## src/rtl/event_time_capture.sv

```systemverilog
// Observes LANES buses and logs each value change as (lane, value, timestamp)
// into a first-word-fall-through FIFO drained over a valid/ready handshake.
module event_time_capture #(
    parameter int LANES     = 5,
    parameter int WIDTH     = 3,
    parameter int LANE_BITS = 3,
    parameter int TS_WIDTH  = 8,
    parameter int DEPTH     = 8,
    parameter int CNT_BITS  = 4
) (
    input  logic                   clk,
    input  logic                   rst,
    input  logic [LANES*WIDTH-1:0] lane_data,
    input  logic                   arm,
    input  logic                   stop,
    output logic                   ev_valid,
    input  logic                   ev_ready,
    output logic [LANE_BITS-1:0]   ev_lane,
    output logic [WIDTH-1:0]       ev_value,
    output logic [TS_WIDTH-1:0]    ev_time,
    output logic [CNT_BITS-1:0]    level,
    output logic                   overflow,
    output logic                   busy
);

    localparam int ADDR_BITS = CNT_BITS - 1;
    localparam int ENTRY_W   = LANE_BITS + WIDTH + TS_WIDTH;

    typedef enum logic [1:0] {
        S_IDLE  = 2'd0,
        S_RUN   = 2'd1,
        S_DRAIN = 2'd2
    } state_t;

    state_t                 r_state;
    state_t                 w_state_next;
    logic [LANES*WIDTH-1:0] r_base;
    logic [TS_WIDTH-1:0]    r_ts;
    logic [LANES-1:0]       r_pend_valid;
    logic [WIDTH-1:0]       r_pend_value [LANES];
    logic [TS_WIDTH-1:0]    r_pend_time  [LANES];
    logic [ENTRY_W-1:0]     r_mem        [DEPTH];
    logic [ADDR_BITS-1:0]   r_wr_ptr;
    logic [ADDR_BITS-1:0]   r_rd_ptr;
    logic [CNT_BITS-1:0]    r_level;
    logic                   r_overflow;

    logic                   w_run;
    logic                   w_full;
    logic                   w_pop;
    logic                   w_push;
    logic                   w_pend_any;
    logic                   w_ovf_event;
    logic [LANE_BITS-1:0]   w_push_idx;
    logic [LANES-1:0]       w_changed;
    logic [LANES-1:0]       w_push_onehot;
    logic [ENTRY_W-1:0]     w_head;
    logic [ENTRY_W-1:0]     w_push_entry;

    // arm takes over the cycle entirely, so detection and pushes are suppressed
    assign w_run    = (r_state == S_RUN) && !arm;
    assign w_full   = (r_level == CNT_BITS'(DEPTH));
    assign ev_valid = (r_level != '0);
    assign w_pop    = ev_valid && ev_ready;
    assign w_push   = w_pend_any && (!w_full || w_pop) && !arm;

    always_comb begin
        w_push_idx = '0;
        w_pend_any = 1'b0;
        for (int i = LANES - 1; i >= 0; i--) begin
            if (r_pend_valid[i]) begin
                w_push_idx = LANE_BITS'(i);
                w_pend_any = 1'b1;
            end
        end
    end

    assign w_push_entry = {w_push_idx, r_pend_value[w_push_idx], r_pend_time[w_push_idx]};
    assign w_ovf_event  = |(w_changed & r_pend_valid & ~w_push_onehot);

    generate
        for (genvar gi = 0; gi < LANES; gi++) begin : g_lane
            assign w_changed[gi] = w_run &&
                (lane_data[gi*WIDTH +: WIDTH] != r_base[gi*WIDTH +: WIDTH]);
            assign w_push_onehot[gi] = w_push && (w_push_idx == LANE_BITS'(gi));

            // a fresh change wins over the slot's own push, so it reloads
            always_ff @(posedge clk) begin
                if (rst || arm) begin
                    r_pend_valid[gi] <= 1'b0;
                end else if (w_changed[gi]) begin
                    r_pend_valid[gi] <= 1'b1;
                    r_pend_value[gi] <= lane_data[gi*WIDTH +: WIDTH];
                    r_pend_time[gi]  <= r_ts;
                end else if (w_push_onehot[gi]) begin
                    r_pend_valid[gi] <= 1'b0;
                end
            end
        end
    endgenerate

    always_comb begin
        w_state_next = r_state;
        case (r_state)
            S_IDLE:  if (arm) w_state_next = S_RUN;
            S_RUN: begin
                if (arm)       w_state_next = S_RUN;
                else if (stop) w_state_next = S_DRAIN;
            end
            S_DRAIN: begin
                if (arm)
                    w_state_next = S_RUN;
                else if (!w_pend_any && (r_level == '0))
                    w_state_next = S_IDLE;
            end
            default: w_state_next = S_IDLE;
        endcase
    end

    always_ff @(posedge clk) begin
        if (rst) begin
            r_state    <= S_IDLE;
            r_ts       <= '0;
            r_base     <= '0;
            r_overflow <= 1'b0;
        end else begin
            r_state <= w_state_next;
            if (arm) begin
                r_ts       <= '0;
                r_base     <= lane_data;
                r_overflow <= 1'b0;
            end else if (w_run) begin
                r_base <= lane_data;
                if (r_ts != '1)
                    r_ts <= r_ts + TS_WIDTH'(1);
                if (w_ovf_event)
                    r_overflow <= 1'b1;
            end
        end
    end

    always_ff @(posedge clk) begin
        if (rst || arm) begin
            r_wr_ptr <= '0;
            r_rd_ptr <= '0;
            r_level  <= '0;
        end else begin
            if (w_push) r_wr_ptr <= r_wr_ptr + ADDR_BITS'(1);
            if (w_pop)  r_rd_ptr <= r_rd_ptr + ADDR_BITS'(1);
            case ({w_push, w_pop})
                2'b10:   r_level <= r_level + CNT_BITS'(1);
                2'b01:   r_level <= r_level - CNT_BITS'(1);
                default: r_level <= r_level;
            endcase
        end
    end

    // storage array without reset; read is through r_rd_ptr for fall-through
    always_ff @(posedge clk) begin
        if (w_push)
            r_mem[r_wr_ptr] <= w_push_entry;
    end

    assign w_head   = r_mem[r_rd_ptr];
    assign ev_lane  = ev_valid ? w_head[ENTRY_W-1 -: LANE_BITS] : '0;
    assign ev_value = ev_valid ? w_head[TS_WIDTH +: WIDTH]      : '0;
    assign ev_time  = ev_valid ? w_head[TS_WIDTH-1:0]           : '0;
    assign level    = r_level;
    assign overflow = r_overflow;
    assign busy     = (r_state != S_IDLE);

endmodule

```

## config.mk

```make
export PLATFORM = sky130hd
export DESIGN_NAME = event_time_capture
export DESIGN_NICKNAME = d
export VERILOG_FILES = /design/src/rtl/event_time_capture.sv
export SDC_FILE = /design/constraint.sdc
export NUM_CORES = 1
export LEC_CHECK = 0
export CAP_MARGIN = 20
export CORE_MARGIN = 2
export CORE_UTILIZATION = 50
export DETAILED_ROUTE_END_ITERATION = 6
export GPL_TIMING_DRIVEN = 0
export PLACE_DENSITY = 0.69
export SLEW_MARGIN = 40
export SYNTH_ARGS = -nofsm -noshare
export SYNTH_HDL_FRONTEND = slang
export SYNTH_SLANG_ARGS = --single-unit
export TNS_END_PERCENT = 1
```

## constraint.sdc

```tcl
create_clock -name clk -period 7.4 [get_ports clk]
set_input_delay 1.85 -clock clk [delete_from_list [all_inputs] [get_ports clk]]
set_output_delay 1.85 -clock clk [all_outputs]
set_load 0.01 [all_outputs]
```

==> results.json <==
{
  "synth_compound_area_share_pct": 5.68,
  "synth_xor_area_share_pct": 3.20,
  "critPathKind": "register to output port",
  "setup_tns_ns": 0,
  "worst_hold_path_type": "register to register",
  "clockBufferDepth": 3,
  "drive_gt1_share_pct": 16.0,
  "critPathArrivalTime_ns": 2.87,
  "cts.sinks": 211,
  "cts_made_buffers": 22,
  "rsz0062_at_grt": "false",
  "htreeDepth": 1,
  "ant_nets": 0,
  "irDropWorstVdd_uv": 141,
  "postLayoutCoreUtil_pct": 59.7,
  "synth_cells": 554,
  "place_inst": 816,
  "hpwlAfterDp_um": 10700,
  "initial_core_util_pct": 50.8,
  "synth_nets": 580,
  "synth_warnings": 0,
  "ctsResizeCount": 0,
  "dr.pass1.iters": 7,
  "grt_pass1_wl_um": 26000,
  "yosysSeqAreaShare_pct": 70.2,
  "fin_nets": 646,
  "drt_iter0_markers": 372,
  "synth_top_flop_cell": "edfxtp_1",
  "cts_root_buf": "clkbuf_16",
  "fin_crit_sh_pct": 63.8,
  "route.detailed.drc": 0,
  "register_area_mm2": 0.00590,
  "yosysUniqueCellTypes": 55,
  "fp.dieArea_mm2": 0.0178,
  "min_from": "r_base[12]",
  "core_mm2": 0.0165,
  "r2r-start": "level[1]",
  "insertion_delay_ns": 0.50,
  "routed_wl_um": 16300,
  "hold_viol_final": 0,
  "multi_input_area_mm2": 0.00242,
  "drv_cap": 0,
  "grt_antenna_before_repair": 0,
  "grt_pass1_vias": 4858,
  "dieWidth_um": 134,
  "fmax_ghz": 0.212,
  "endpoint_kind": "output port",
  "status": "finished, final reports clean",
  "fin_cells": 856,
  "synth_enable_flop_cells": 167,
  "ios": 41,
  "slew_viol_final": 0,
  "path_clk_slew_ns": 0.06,
  "grt_start_max_net_pins": 15,
  "nFillCells": 1257,
  "synth_top_family_by_area": "multiplexers",
  "mostFrequentLayoutCells": "edfxtp_1 (167), nand2_1 (56), nor2_1 (48)",
  "grt_overflow": 0,
  "place.gp.congestion": 0.804,
  "critical_path.max_fanout": 10,
  "vias": 4773,
  "post_cts_buffers": 0,
  "required_ns": 5.55,
  "via_per_inst": 5.58,
  "synth-async-reset-ratio_pct": 0,
  "yosys_register_bits": 211,
  "rows": 47,
  "synth.mux.area_fraction_pct": 9.42,
  "power_density_mw_per_mm2": 255,
  "layout_commonest_cell": "edfxtp_1",
  "crit_path_start_kind": "register",
  "setup_viol": 0,
  "antenna-diode-count": 0,
  "ctsHoldBuffers": 0,
  "min_period_ns": 4.72,
  "die_h_um": 134,
  "post_drt_wl_per_cell_um": 19.1,
  "finClkSkew_ns": 0.00808,
  "synthesis.area_mm2": 0.00840,
  "maxSlewHeadroom_pct": 42.2,
  "track_usage_pct": 18.9,
  "cts_tree": "yes",
  "tightest_slew_ns": 0.867,
  "area_growth_pct": 17.5,
  "port_buffers": 38,
  "synth-simple-area-share_pct": 8.76,
  "leakage_nw": 3.27,
  "avgSynthCellArea_um2": 15.2,
  "synthAdderAreaFrac_pct": 0.894
}
==> per-layer routing <==
| metal | share of wire (%) | global-route usage (%) | wire [um] |
|---|---|---|---|
| met3 | 4.7 | 2.74 | 766 |
| met1 | 42 | 24.2 | 6790 |
| met5 | 0 | 0 | 0 |
| met4 | 2.0 | 4.91 | 334 |
| met2 | 52 | 33.9 | 8420 |
==> cell usage after synthesis (all sizes together), types with 10 or more instances <==
cell    number  area (um^2)
a21oi       25          125
a222oi      11          110
a31oi       13         81.3
buf         14         77.6
clkbuf      14         53.8
dfxtp       44          881
edfxtp     167         5010
mux2i       16          160
mux4        28          631
nand2       57          216
nor2        58          218
nor3        14         81.3
xnor2       10         95.1
xor2        19          174
==> power breakdown <==
| part | total [mW] | switching, mW | internal [mW] |
|---|---|---|---|
| clock | 1.09 | 0.425 | 0.662 |
| sequential | 1.31 | 0.00889 | 1.30 |
| combinational | 0.123 | 0.0736 | 0.0496 |
==> kinds of logic (layout without fill, tap and decap cells) <==
family	Yosys count	after routing
xor+xnor	29	29
compound gates	71	71
fa+ha+maj	6	6
flops	211	211
simple gates	159	159
buf+inv	34	116
mux	44	44
==> final timing paths <==
kind	slack, ns	endpoint	depth (start not counted)
worst max-delay path	2.68	ev_value[1]	6
worst min-delay path	0.47	r_base[12]	2
worst max register to register	4.63	level[2]	12
worst min register to register	0.47	r_base[12]	2
==> worst max-delay path, stage by stage (launching register included) <==
cell and delay (ns):
dfxtp_1 0.30, clkbuf_2 0.28, buf_1 0.58, mux4_2 0.41, mux2i_1 0.25, nor2_1 0.06
clkdlybuf4s50_1 0.48
==> layout make-up <==
class	count	area share, %
Inverter	6	0.228
Clock inverter	5	0.761
Clock buffer	35	6.49
Timing Repair Buffer	42	4.08
Sequential cell	211	59.8
Tap cell	220	2.79
Buffer	28	1.33
Multi-Input combinational cell	309	24.5
==> per-stage QoR <==
step | setup slack [ns] | hold slack (ns) | cell area [um^2] | power [mW]
floorplan | 3.35 | 0.444 | 8400 | 1.40
global placement | 1.81 | 0.452 | 9050 | 1.45
detailed placement | 2.72 | 0.462 | 9130 | 1.45
CTS | 2.64 | 0.469 | 9850 | 2.53
global route | 2.59 | 0.496 | 9860 | 2.59
finish | 2.68 | 0.467 | 9860 | 2.52
==> sequential cells by signal (all words and copies together), names as in the netlist, named ones only <==
name and count:
r_pend_time 40, r_wr_ptr 3, r_mem 112, level 4, r_base 15, overflow 1, r_pend_value 15, r_state 2
r_rd_ptr 3, r_ts 8, r_pend_valid 5
No activity file was read; power rests on OpenSTA's default activity.
